===== src/rtl/vga_frame_capture.sv =====
// Captures one VGA frame, or every frame in continuous mode, into a linear frame buffer.
// Optional resolution measurement is built when VGA_FRAME_CAPTURE_MEASURE_EN is defined.
module vga_frame_capture #(
    parameter int unsigned MAX_PIXELS = 307200
) (
    input  logic        vga_clk,
    input  logic        reset,
    input  logic        HS,
    input  logic        VS,
    input  logic        blank_n,
    input  logic [7:0]  r_data,
    input  logic [7:0]  g_data,
    input  logic [7:0]  b_data,
    input  logic        arm,
    input  logic        continuous,
    output logic        wr_en,
    output logic [18:0] wr_addr,
    output logic [23:0] wr_data,
    output logic        busy,
    output logic        frame_done,
    output logic        overflow,
    output logic [10:0] h_active,
    output logic [9:0]  v_active
);

    localparam int unsigned AW = 19;
    localparam int unsigned HW = 11;
    localparam int unsigned VW = 10;
    localparam logic [AW-1:0] PIX_LIMIT = AW'(MAX_PIXELS);
    localparam logic [AW-1:0] LAST_ADDR = AW'(MAX_PIXELS - 1);

    typedef enum logic [1:0] {
        S_IDLE    = 2'd0,
        S_ARMED   = 2'd1,
        S_CAPTURE = 2'd2,
        S_DONE    = 2'd3
    } state_t;

    state_t          r_state;
    logic            r_vs_q;
    logic [AW-1:0]   r_pix_cnt;
    logic            w_frame_start;
    logic            w_unused_hs;

    // Horizontal sync carries no information the capture needs.
    assign w_unused_hs   = HS;
    assign w_frame_start = r_vs_q & ~VS;

    // Capture FSM with registered write port and status outputs.
    always_ff @(posedge vga_clk or posedge reset) begin
        if (reset) begin
            r_state    <= S_IDLE;
            r_vs_q     <= 1'b1;
            r_pix_cnt  <= '0;
            wr_en      <= 1'b0;
            wr_addr    <= '0;
            wr_data    <= '0;
            busy       <= 1'b0;
            frame_done <= 1'b0;
            overflow   <= 1'b0;
        end else begin
            r_vs_q     <= VS;
            wr_en      <= 1'b0;
            frame_done <= 1'b0;
            case (r_state)
                S_IDLE: begin
                    if (arm) begin
                        r_state  <= S_ARMED;
                        busy     <= 1'b1;
                        overflow <= 1'b0;
                    end
                end
                S_ARMED: begin
                    if (w_frame_start) begin
                        r_state   <= S_CAPTURE;
                        r_pix_cnt <= '0;
                        wr_addr   <= '0;
                    end
                end
                S_CAPTURE: begin
                    if (w_frame_start) begin
                        r_state    <= S_DONE;
                        busy       <= 1'b0;
                        frame_done <= 1'b1;
                    end else if (blank_n) begin
                        if (r_pix_cnt < PIX_LIMIT) begin
                            wr_en     <= 1'b1;
                            wr_addr   <= r_pix_cnt;
                            wr_data   <= {b_data, g_data, r_data};
                            r_pix_cnt <= AW'(r_pix_cnt + 1'b1);
                        end else begin
                            // Buffer full: drop the pixel and pin the address.
                            overflow <= 1'b1;
                            wr_addr  <= LAST_ADDR;
                        end
                    end
                end
                S_DONE: begin
                    if (continuous) begin
                        r_state   <= S_CAPTURE;
                        busy      <= 1'b1;
                        r_pix_cnt <= '0;
                        wr_addr   <= '0;
                    end else begin
                        r_state <= S_IDLE;
                    end
                end
                default: r_state <= S_IDLE;
            endcase
        end
    end

`ifdef VGA_FRAME_CAPTURE_MEASURE_EN
    logic            r_blank_q;
    logic [HW-1:0]   r_h_cnt;
    logic [VW-1:0]   r_v_cnt;
    logic            w_blank_rise;
    logic            w_blank_fall;
    logic [VW-1:0]   w_v_cnt_nxt;

    assign w_blank_rise = blank_n & ~r_blank_q;
    assign w_blank_fall = ~blank_n & r_blank_q;
    assign w_v_cnt_nxt  = (w_blank_fall && (r_v_cnt != {VW{1'b1}})) ?
                          VW'(r_v_cnt + 1'b1) : r_v_cnt;

    // Line length and line count, measured regardless of capture state.
    always_ff @(posedge vga_clk or posedge reset) begin
        if (reset) begin
            r_blank_q <= 1'b0;
            r_h_cnt   <= '0;
            r_v_cnt   <= '0;
            h_active  <= '0;
            v_active  <= '0;
        end else begin
            r_blank_q <= blank_n;
            if (w_blank_rise) begin
                r_h_cnt <= HW'(1);
            end else if (blank_n && (r_h_cnt != {HW{1'b1}})) begin
                r_h_cnt <= HW'(r_h_cnt + 1'b1);
            end
            if (w_blank_fall) begin
                h_active <= r_h_cnt;
            end
            if (w_frame_start) begin
                v_active <= w_v_cnt_nxt;
                r_v_cnt  <= '0;
            end else begin
                r_v_cnt  <= w_v_cnt_nxt;
            end
        end
    end
`else
    assign h_active = '0;
    assign v_active = '0;
`endif

endmodule


===== config.mk =====
export PLATFORM = sky130hd
export DESIGN_NAME = vga_frame_capture
export DESIGN_NICKNAME = d
export VERILOG_FILES = /design/src/rtl/vga_frame_capture.sv
export SDC_FILE = /design/constraint.sdc
export NUM_CORES = 1
export LEC_CHECK = 0
export CAP_MARGIN = 20
export CORE_MARGIN = 5
export CORE_UTILIZATION = 51
export DETAILED_ROUTE_END_ITERATION = 16
export GPL_TIMING_DRIVEN = 0
export MAX_ROUTING_LAYER = met4
export PLACE_DENSITY = 0.95
export SETUP_SLACK_MARGIN = 0.1
export SKIP_LAST_GASP = 1
export SYNTH_ARGS = -nofsm -noshare
export SYNTH_HDL_FRONTEND = slang
export SYNTH_SLANG_ARGS = --single-unit

===== constraint.sdc =====
create_clock -name vga_clk -period 3.3 [get_ports vga_clk]
set_input_delay 0.66 -clock vga_clk [delete_from_list [all_inputs] [get_ports vga_clk]]
set_output_delay 0.66 -clock vga_clk [all_outputs]
set_load 0.05 [all_outputs]

## Word level (Yosys, flattened, before mapping)

Cells that the tools add are included.
W data, S select, Z words.

| storage, ports and cells | value |
|---|---|
| register bits | 69 |
| logic and storage cells | 65 |

| cells by class | value |
|---|---|
| add/subtract/negate cells | 1 |
| order comparisons | 1 |
| equality and inequality tests | 11 |
| multiplexer cells | 30 |
| bitwise logic cells | 3 |
| reduce and logical (&&, ||, !) cells | 10 |

Operator list:

| kind | number |
|---|---|
| $mux W19 | 8 |
| $pmux W19 S3 | 2 |
| $add A19 B1 Y19 const B | 1 |
| $lt A19 B19 Y1 const B | 1 |
| $ne A2 B2 Y1 const B | 8 |
| $mux W1 | 13 |
| $reduce_and A5 Y1 | 2 |
| $mux W2 | 4 |
| $pmux W2 S4 | 1 |
| $reduce_and A4 Y1 | 2 |
| $reduce_and A6 Y1 | 1 |
| $reduce_bool A3 Y1 | 2 |
| $eq A2 B2 Y1 const B | 2 |
| $pmux W1 S3 | 1 |
| $reduce_and A3 Y1 | 1 |
| $eq A2 B1 Y1 const B | 1 |
| $logic_not A2 Y1 | 1 |
| $not A1 Y1 | 2 |
| $pmux W1 S2 | 1 |
| $reduce_bool A2 Y1 | 1 |
| $and A1 B1 Y1 | 1 |

## Depth between registers and ports, before layout

Gate-level depths: netlist of the first run.

| logic depth | value |
|---|---|
| depth in word-level cells | 5 |
| mapped depth | 7 |
| depth with buffers taken out | 5 |

## Worst setup path before layout of the first run

Ideal clock, no wire load.

| timing | value |
|---|---|
| path kind | input port to flip-flop |
| start point | input port VS |
| end point | register wr_data[10] |
| library setup time | 0.125 ns |
| data arrival time | 1.715 ns |
| slack | 1.460 ns |
| stages | 5 |
| buffers on the path | 1 |
| cell sequence | nand2b_1 nand3_2 nor2_1 buf_4 mux2_2 |

| between the ends | value |
|---|---|
| word-level cells in the longest chain between the ends | 4 |

Ends and longest elaborated chain:

| item | RTL line | RTL |
|---|---|---|
| start: declaration | 9 | `input logic VS,` |
| $not A1 Y1 | 47 | `assign w_frame_start = r_vs_q & ~VS;` |
| $and A1 B1 Y1 | 47 |  |
| $not A1 Y1 (no line) | -- |  |
| $reduce_and A4 Y1 (no line) | -- |  |
| end signal: assignment | 89 | `wr_data <= {b_data, g_data, r_data};` |
| end: declaration | 18 | `output logic [23:0] wr_data,` |

Every way passes these cells.
A chain may end at the register's enable or synchronous reset.

## Final worst setup path of the first run

| timing | value |
|---|---|
| start point | input port VS |
| end point | register r_pix_cnt[2] |

| between the ends | value |
|---|---|
| word-level cells in the longest chain between the ends | 4 |
| elaborated cells between the ends (all ways) | 5 |
| those cells by class | eq/ne: 2; bitwise: 2; reduce/logical: 1 |

Ends and longest elaborated chain:

| item | RTL line | RTL |
|---|---|---|
| $not A1 Y1 * | 47 |  |
| $and A1 B1 Y1 * | 47 |  |
| $ne A2 B2 Y1 (no line) | -- |  |
| $reduce_and A6 Y1 (no line) * | -- |  |
| end signal: assignment | 90 | `r_pix_cnt <= AW'(r_pix_cnt + 1'b1);` |
| end: declaration | 41 | `logic [AW-1:0] r_pix_cnt;` |

Mark *: on every way between the ends. The rest lies on a longest branch, timed or not.

==> tab_implementation.tex, run 1 <==
\begin{tabular}{lr}
\hline
Metric & Value \\
\hline
\multicolumn{2}{l}{\textbf{Run status}} \\
Status & complete, no violations \\
\multicolumn{2}{l}{\textbf{Layout}} \\
Area added between synthesis and finish & 36.0\% \\
Antenna cells & 0 \\
Fraction of final layout cells sized beyond drive strength 1 & $\sim$22\% \\
Number of nets in the layout & 423 \\
Utilization after layout & 70.7\% \\
\multicolumn{2}{l}{\textbf{Placed design}} \\
PortBufs & 76 \\
Post-placement worst setup slack & 0.615 ns \\
Sum of net half-perimeters after detailed placement & roughly 5.7 mm \\
Placer Congestion & between 0.9 and 1 \\
\multicolumn{2}{l}{\textbf{Clocking}} \\
Clock slew seen by the registers of the worst setup and hold paths & roughly 0.070 ns \\
Hold buffer count at cts & 0 \\
TritonCTS buffer count & 9 \\
Buffer cell driving the clock tree root & sky130\_fd\_sc\_hd\_\_clkbuf\_8 \\
\# clock sinks & roughly 70 \\
Number of setup buffers added after CTS & 0 \\
Number of resized instances in the post-cts repair step & 0 \\
Longest Clk Path Bufs & 2 \\
Deepest level of the CTS H-tree & 3 \\
Clock latency at the later pin of the worst-skew pair & between 0.3 and 0.4 ns \\
CTS tree & done \\
\multicolumn{2}{l}{\textbf{Detailed routing}} \\
Drt total wl & about 8 mm \\
Starting DRC count in detailed routing & between 200 and 250 \\
Number of iterations in the first detailed-routing pass & 5 \\
WL per Instance & between 15 and 20 um \\
Via-per-instance ratio & between 5 and 6 \\
Remaining design rule violation count & 0 \\
Number of nets still failing antenna checks after routing & 0 \\
Number of vias in the routed layout & roughly 2,700 \\
\multicolumn{2}{l}{\textbf{Logic synthesis}} \\
Cell area after synthesis & between 3000 and 4000 um2 \\
Synthesized netlist cell count & $\sim$280 \\
Share of Yosys cell area claimed by the top area cell type & 52.1\% \\
XOR/XNOR Fraction of Synth Area & 0\% \\
Share of synthesized cell area in and, or, nand and nor gates & between 10\% and 20\% \\
Proportion of synthesized area in mux cells & a little over 8\% \\
Netlist cell types & 45 \\
Biggest area contributors in the synthesized netlist & sky130\_fd\_sc\_hd\_\_dfrtp\_1 (52\%), sky130\_fd\_sc\_hd\_\_mux2\_2 (8.3\%), sky130\_fd\_sc\_hd\_\_buf\_4 (6.7\%) \\
Post-synthesis share of cell area spent on full adders, half adders and majority gates & 0.383\% \\
Library cell occupying the most area in the post-synthesis netlist & sky130\_fd\_sc\_hd\_\_dfrtp\_1 \\
Post-synthesis area per instance & about 12 um2 \\
Area fraction in compound gates after synthesis & 18.2\% \\
Main combinational cell family by area after synthesis & compound AO/OA/AOI/OAI gates \\
Number of flip-flops and latches in the synthesized netlist & around 70 \\
Proportion of synthesized chip area in sequential cells & between 50\% and 60\% \\
Count of warnings emitted by yosys & 0 \\
\multicolumn{2}{l}{\textbf{Critical path}} \\
Required time of the critical path & between 3 and 4 ns \\
Maximum net fanout on the critical path & 10 \\
Critical Setup Path Class & in2reg \\
Kind of end point of the critical path & flip-flop \\
Arrival time at the worst endpoint & approximately 2.6 ns \\
Startpoint Class & input pin \\
\multicolumn{2}{l}{\textbf{Floorplan}} \\
Full die area & about 8100 um2 \\
Standard-cell row count & 29 \\
Die Width & between 80 and 90 um \\
Starting utilization of the core area & about half \\
Number of primary I/O pins & 99 \\
Floorplan Core Area & $\sim$6300 um2 \\
Vertical die dimension & between 80 and 90 um \\
\multicolumn{2}{l}{\textbf{Power and ir drop}} \\
Total power of the final layout & between 3 and 4 mW \\
Relative contribution of combinational cells to total power & 44.4\% \\
Power share of the sequential group & between 30\% and 40\% \\
Clock network fraction of design power & $\sim$22\% \\
Net load switching power & approximately 1.5 mW \\
Cell leakage power & roughly 1.9 nW \\
Maximum resistive drop on vdd & between 0.6 and 0.7 mV \\
Switching portion of total power & roughly 41\% \\
Power per standard cell area & 797 nW/um2 \\
Internal & approximately 2.1 mW \\
\multicolumn{2}{l}{\textbf{Timing}} \\
Setup repair after global routing missed its margin & false \\
Max frequency & 424 MHz \\
Final critical delay including setup and external delays & 2.36 ns \\
Slew of the pin with the lowest slew margin & between 0.6 and 0.7 ns \\
Final setup skew & around 0.0064 ns \\
Final Max Tran Viols & 0 \\
Setup-violating endpoint count in the final report & 0 \\
Post-route clock period utilization & between 70\% and 80\% \\
Worst slew margin relative to its limit & about three fifths \\
Final Hold Vio Count & 0 \\
Worst-case setup margin in the final layout & roughly 0.94 ns \\
\multicolumn{2}{l}{\textbf{Global routing}} \\
Initial antenna violation count & 0 \\
Pin count of the biggest net entering global routing & between 40 and 50 \\
Overall global routing resource usage & about a fifth \\
Overflow after GRT & 0 \\
Global-route wire length before repair & approximately 13 mm \\
Via count of the first global-routing pass & 2,651 \\
\multicolumn{2}{l}{\textbf{Worst hold path}} \\
Class of the tightest hold or removal check & reg2reg \\
\multicolumn{2}{l}{\textbf{Job}} \\
Max-capacitance violation count & 0 \\
\hline
\end{tabular}
==> cell usage in the layout, fill, tap and decap left out, types with 3 or more instances in the layout <==
master and instances:
sky130_fd_sc_hd__and2_1 5, sky130_fd_sc_hd__o211ai_1 4, sky130_fd_sc_hd__nand3_1 10, sky130_fd_sc_hd__clkdlybuf4s50_1 76, sky130_fd_sc_hd__clkbuf_8 10, sky130_fd_sc_hd__or3_1 3
sky130_fd_sc_hd__o2bb2ai_1 12, sky130_fd_sc_hd__and4_1 3, sky130_fd_sc_hd__nand2_1 9, sky130_fd_sc_hd__conb_1 21, sky130_fd_sc_hd__dfrtp_1 68, sky130_fd_sc_hd__a21oi_1 8
sky130_fd_sc_hd__inv_1 6, sky130_fd_sc_hd__a21o_1 4, sky130_fd_sc_hd__buf_4 29, sky130_fd_sc_hd__mux2_2 24, sky130_fd_sc_hd__a31oi_1 22, sky130_fd_sc_hd__nand4_1 3
sky130_fd_sc_hd__nor3_1 3, sky130_fd_sc_hd__buf_2 4, sky130_fd_sc_hd__a41oi_1 8, sky130_fd_sc_hd__a22o_1 5, sky130_fd_sc_hd__clkbuf_1 3, sky130_fd_sc_hd__nor2_1 16
sky130_fd_sc_hd__a211o_1 3
==> through the flow <==
stage	setup TNS, ns	hold WS, ns	cell area, um2	instances
floorplan	0	0.481	3340	303
global placement	-10.17	0.461	4200	456
detailed placement	0	0.465	4220	457
CTS	0	0.482	4440	473
global route	0	0.492	4440	473
finish	0	0.484	4440	473
==> cells in the mapped netlist (all sizes together) <==
master / instances
and3: 2
a21bo: 1
a31oi: 22
inv: 7
clkbuf: 4
and2b: 1
and4: 4
o31a: 2
nor4: 2
mux2: 24
nand2b: 2
nor3: 3
and4bb: 1
conb: 1
a211oi: 1
a41oi: 8
a211o: 3
o221ai: 1
dfrtp: 68
nor2: 16
o2bb2ai: 12
buf: 35
dfstp: 1
o41a: 1
o21a: 2
a22o: 5
or3: 4
a21o: 4
a22oi: 1
nand4: 3
a21oi: 8
ha: 1
and2: 5
nand3: 12
o21ai: 2
nand2: 9
o211ai: 4
a21boi: 1
==> critical path: stages <==
cell and delay (ns):
sky130_fd_sc_hd__clkdlybuf4s50_1 0.48, sky130_fd_sc_hd__nand2b_1 0.25, sky130_fd_sc_hd__nand3_2 0.27, sky130_fd_sc_hd__a22oi_2 0.49
sky130_fd_sc_hd__buf_4 0.27, sky130_fd_sc_hd__a31oi_1 0.12
==> cells by family after synthesis <==
logic type,Yosys count
AO/OA/AOI/OAI,78
AND/OR/NAND/NOR,64
adder cells (fa/ha/maj),1
multiplexers,24
flip-flops,69
other,1
buffers and inverters,46
==> power groups by stage <==
stage / Sequential, mW / Combinational [mW] / Clock (mW)
after floorplan: 1.79 / 0.496 / 0
after global placement: 1.20 / 1.54 / 0
after detailed placement: 1.22 / 1.57 / 0
after CTS: 1.20 / 1.58 / 0.778
after global routing: 1.23 / 1.66 / 0.824
final: 1.20 / 1.57 / 0.763
==> metal layers <==
metal	GRT usage (%)	up-vias	part of all wire, %
met3	5.34	13	8.4
met2	30.5	160	46
met5	-	-	0
met1	27.7	1284	45
li1	-	1231	-
met4	6.20	0	1.1
==> registers in the layout, summed over array words and instances (netlist names) <==
name        count
busy            1
frame_done      1
overflow        1
r_pix_cnt      19
r_state         2
r_vs_q          1
wr_addr        19
wr_data        24
wr_en           1
==> final timing paths <==
check,start,endpoint,slack (ns),cells after the start
min reg2reg,wr_addr[11]$_DFFE_PP0P_,wr_addr[11]$_DFFE_PP0P_,0.48,1
min in group asynchronous,reset,wr_data[19]$_DFFE_PP0P_,0.71,2
max reg2reg,r_state[0]$_DFFE_PP0P_,r_pix_cnt[2]$_DFFE_PP0P_,1.29,5
max in group asynchronous,reset,r_vs_q$_DFF_PP1_,1.89,3
max,VS,r_pix_cnt[2]$_DFFE_PP0P_,0.94,6
min,wr_addr[11]$_DFFE_PP0P_,wr_addr[11]$_DFFE_PP0P_,0.48,1
==> cell type report <==
type / count / area [um2]
inverter: 7 / 26.3
multi-input combinational: 188 / 1310
clock buffer: 10 / 138
tap: 77 / 96.3
sequential: 69 / 1730
clock inverter: 6 / 86.3
buffer: 39 / 277
fill: 442 / 1840
timing repair buffer: 77 / 781
Note: power is estimated with default switching activity, not from simulation.
==> run 2, diff against run 1 <==
Settings changed: CORE_UTILIZATION 51 to 47, PLACE_DENSITY 0.95 to 0.9.
Clock period 3.3 ns to 2.5 ns, I/O delays scaled along.
==> run 2 against run 1 <==
Compared with the run above: combinational power up 32%; non-clock buffer count down 1; clock skew up 0.00089 ns; critical path type unchanged; critical path depth unchanged; worst hold slack worse by 0.0044 ns; cell count up 3.6%; core utilization down 5.7 points; critical endpoint is now r_pix_cnt[9]$_DFFE_PP0P_; die area up 7.5%; sequential power up 32%; clock-buffer cell count up 4; total power up 29%.
==> tab_implementation.tex, run 2 (synthesized netlist as in run 1, its figures left out) <==
\begin{tabular}{lr}
\hline
Metric & Value \\
\hline
\multicolumn{2}{l}{\textbf{Run status}} \\
Status & complete, no violations \\
\multicolumn{2}{l}{\textbf{Layout}} \\
Finished Layout Cells & about 500 \\
Number of nets in the layout & approximately 420 \\
Most used cells in the layout excluding fill and tap cells & sky130\_fd\_sc\_hd\_\_clkdlybuf4s50\_1 (76), sky130\_fd\_sc\_hd\_\_dfrtp\_1 (68), sky130\_fd\_sc\_hd\_\_buf\_4 (29) \\
Antenna cells & 0 \\
Fraction of final layout cells sized beyond drive strength 1 & a little over a fifth \\
Most common library cell in the layout ignoring fill and taps & sky130\_fd\_sc\_hd\_\_clkdlybuf4s50\_1 \\
Utilization after layout & between 60\% and 70\% \\
Area added between synthesis and finish & 35.3\% \\
Regs by FF count & wr\_data: 24 flops, r\_pix\_cnt: 19 flops, wr\_addr: 19 flops \\
Most flop-heavy register & wr\_data \\
Post-route design area & 4410 um2 \\
Flip-flop count of the largest register, all copies and words added & 24 \\
\multicolumn{2}{l}{\textbf{Floorplan}} \\
Full die area & $\sim$8700 um2 \\
Number of primary I/O pins & slightly below 100 \\
Starting utilization of the core area & between 40\% and 50\% \\
Die Width & 93.3 um \\
Floorplan Core Area & approximately 6800 um2 \\
Vertical die dimension & roughly 93 um \\
Standard-cell row count & 30 \\
\multicolumn{2}{l}{\textbf{Worst hold path}} \\
Class of the tightest hold or removal check & reg2reg \\
Depth of the worst hold-timing path & 1 \\
\multicolumn{2}{l}{\textbf{Placed design}} \\
Placed standard-cell area & between 4000 and 5000 um2 \\
Placer Congestion & 0.852 \\
PortBufs & 76 \\
Cell count after placement & 475 \\
Post-placement worst setup slack & between 0.0005 and 0.0006 ns \\
Sum of net half-perimeters after detailed placement & 5.52 mm \\
\multicolumn{2}{l}{\textbf{Timing}} \\
Final Max Tran Viols & 0 \\
Setup-violating endpoint count in the final report & 0 \\
Setup repair after global routing missed its margin & false \\
Final Hold Vio Count & 0 \\
Post-route clock period utilization & between 80\% and 90\% \\
Final critical delay including setup and external delays & approximately 2.2 ns \\
Final setup skew & between 0.007 and 0.008 ns \\
Min Hold Slack & $\sim$0.48 ns \\
Worst slew margin relative to its limit & between 40\% and 50\% \\
Worst-case setup margin in the final layout & between 0.3 and 0.4 ns \\
Aggregate negative setup slack & 0 ns \\
Max frequency & roughly 460 MHz \\
Slew of the pin with the lowest slew margin & around 0.83 ns \\
\multicolumn{2}{l}{\textbf{Detailed routing}} \\
Number of iterations in the first detailed-routing pass & 4 \\
Via-per-instance ratio & approximately 5.4 \\
Remaining design rule violation count & 0 \\
Drt total wl & 7.76 mm \\
Starting DRC count in detailed routing & 148 \\
WL per Instance & about 16 um \\
Number of vias in the routed layout & about 2,600 \\
Number of nets still failing antenna checks after routing & 0 \\
\multicolumn{2}{l}{\textbf{Power and ir drop}} \\
Power per standard cell area & 1030 nW/um2 \\
Relative contribution of combinational cells to total power & 45.5\% \\
Net load switching power & between 1.5 and 2 mW \\
Internal & 2.67 mW \\
Total power of the final layout & $\sim$4.6 mW \\
Power share of the sequential group & between 30\% and 40\% \\
Maximum resistive drop on vdd & about 0.71 mV \\
Clock network fraction of design power & 19.8\% \\
Switching portion of total power & slightly above 40\% \\
Cell leakage power & approximately 1.9 nW \\
\multicolumn{2}{l}{\textbf{Clocking}} \\
Buffer cell driving the clock tree root & sky130\_fd\_sc\_hd\_\_clkbuf\_8 \\
Number of resized instances in the post-cts repair step & 0 \\
Longest Clk Path Bufs & 2 \\
TritonCTS buffer count & 9 \\
Clock latency at the later pin of the worst-skew pair & around 0.33 ns \\
Clock slew seen by the registers of the worst setup and hold paths & roughly 0.07 ns \\
\# clock sinks & just under 70 \\
Deepest level of the CTS H-tree & 3 \\
Hold buffer count at cts & 0 \\
Number of setup buffers added after CTS & 0 \\
CTS tree & done \\
\multicolumn{2}{l}{\textbf{Job}} \\
Max-capacitance violation count & 0 \\
\multicolumn{2}{l}{\textbf{Global routing}} \\
Via count of the first global-routing pass & $\sim$2,600 \\
Overall global routing resource usage & 19.0\% \\
Initial antenna violation count & 0 \\
Overflow after GRT & 0 \\
Global-route wire length before repair & between 10 and 15 mm \\
Pin count of the biggest net entering global routing & 70 \\
\multicolumn{2}{l}{\textbf{Critical path}} \\
Critical path depth & 6 \\
Critical Setup Path Class & in2reg \\
Kind of end point of the critical path & flip-flop \\
Family of cells with the greatest summed delay on the critical path & buffers and inverters \\
Arrival time at the worst endpoint & about 2.4 ns \\
Maximum net fanout on the critical path & 10 \\
Number of cells on the worst reg-to-reg path & 5 \\
CP bufs+invs & 2 \\
Delay of the slowest cell on the worst path & a little over 0.5 ns \\
Required time of the critical path & about 2.7 ns \\
Startpoint Class & input pin \\
Cell with the largest stage delay on the worst path & sky130\_fd\_sc\_hd\_\_a22oi\_2 \\
Ordered list of cells on the worst path & clkdlybuf4s50\_1, nand2b\_1, nand3\_2, a22oi\_2, buf\_4, a31oi\_1 \\
\hline
\end{tabular}
run 2: metal layers:
metal / vias to the layer above / share of wire (%) / track usage (%)
met5: - / 0 / -
met4: 0 / 1.9 / 7.45
met3: 13 / 5.9 / 2.90
met2: 95 / 50 / 30.7
met1: 1288 / 42 / 24.0
li1: 1229 / - / -
run 2: worst paths after layout:
path / startpoint / end / slack (ns)
min in group asynchronous: reset / wr_data[16]$_DFFE_PP0P_ / 0.70
hold reg to reg: wr_addr[11]$_DFFE_PP0P_ / wr_addr[11]$_DFFE_PP0P_ / 0.48
setup / recovery: VS / r_pix_cnt[9]$_DFFE_PP0P_ / 0.33
setup reg to reg: r_state[0]$_DFFE_PP0P_ / r_pix_cnt[9]$_DFFE_PP0P_ / 0.54
max in group asynchronous: reset / wr_addr[16]$_DFFE_PP0P_ / 1.27
hold / removal: wr_addr[11]$_DFFE_PP0P_ / wr_addr[11]$_DFFE_PP0P_ / 0.48
run 2: area by class of cell:
class	instances	area, um2
multi-input combinational	188	1310
sequential	69	1730
inverter	7	28.8
timing repair buffer	76	761
clock inverter	1	30.0
fill	551	2380
tap	96	120
buffer	39	277
clock buffer	14	163
run 2: power by group through the flow:
stage | Sequential (mW) | Combinational (mW) | Clock, mW
after global routing | 1.63 | 2.18 | 0.965
after global placement | 1.58 | 2.05 | 0
after floorplan | 2.36 | 0.655 | 0
final | 1.58 | 2.07 | 0.904
after CTS | 1.58 | 2.09 | 0.922
after detailed placement | 1.60 | 2.08 | 0
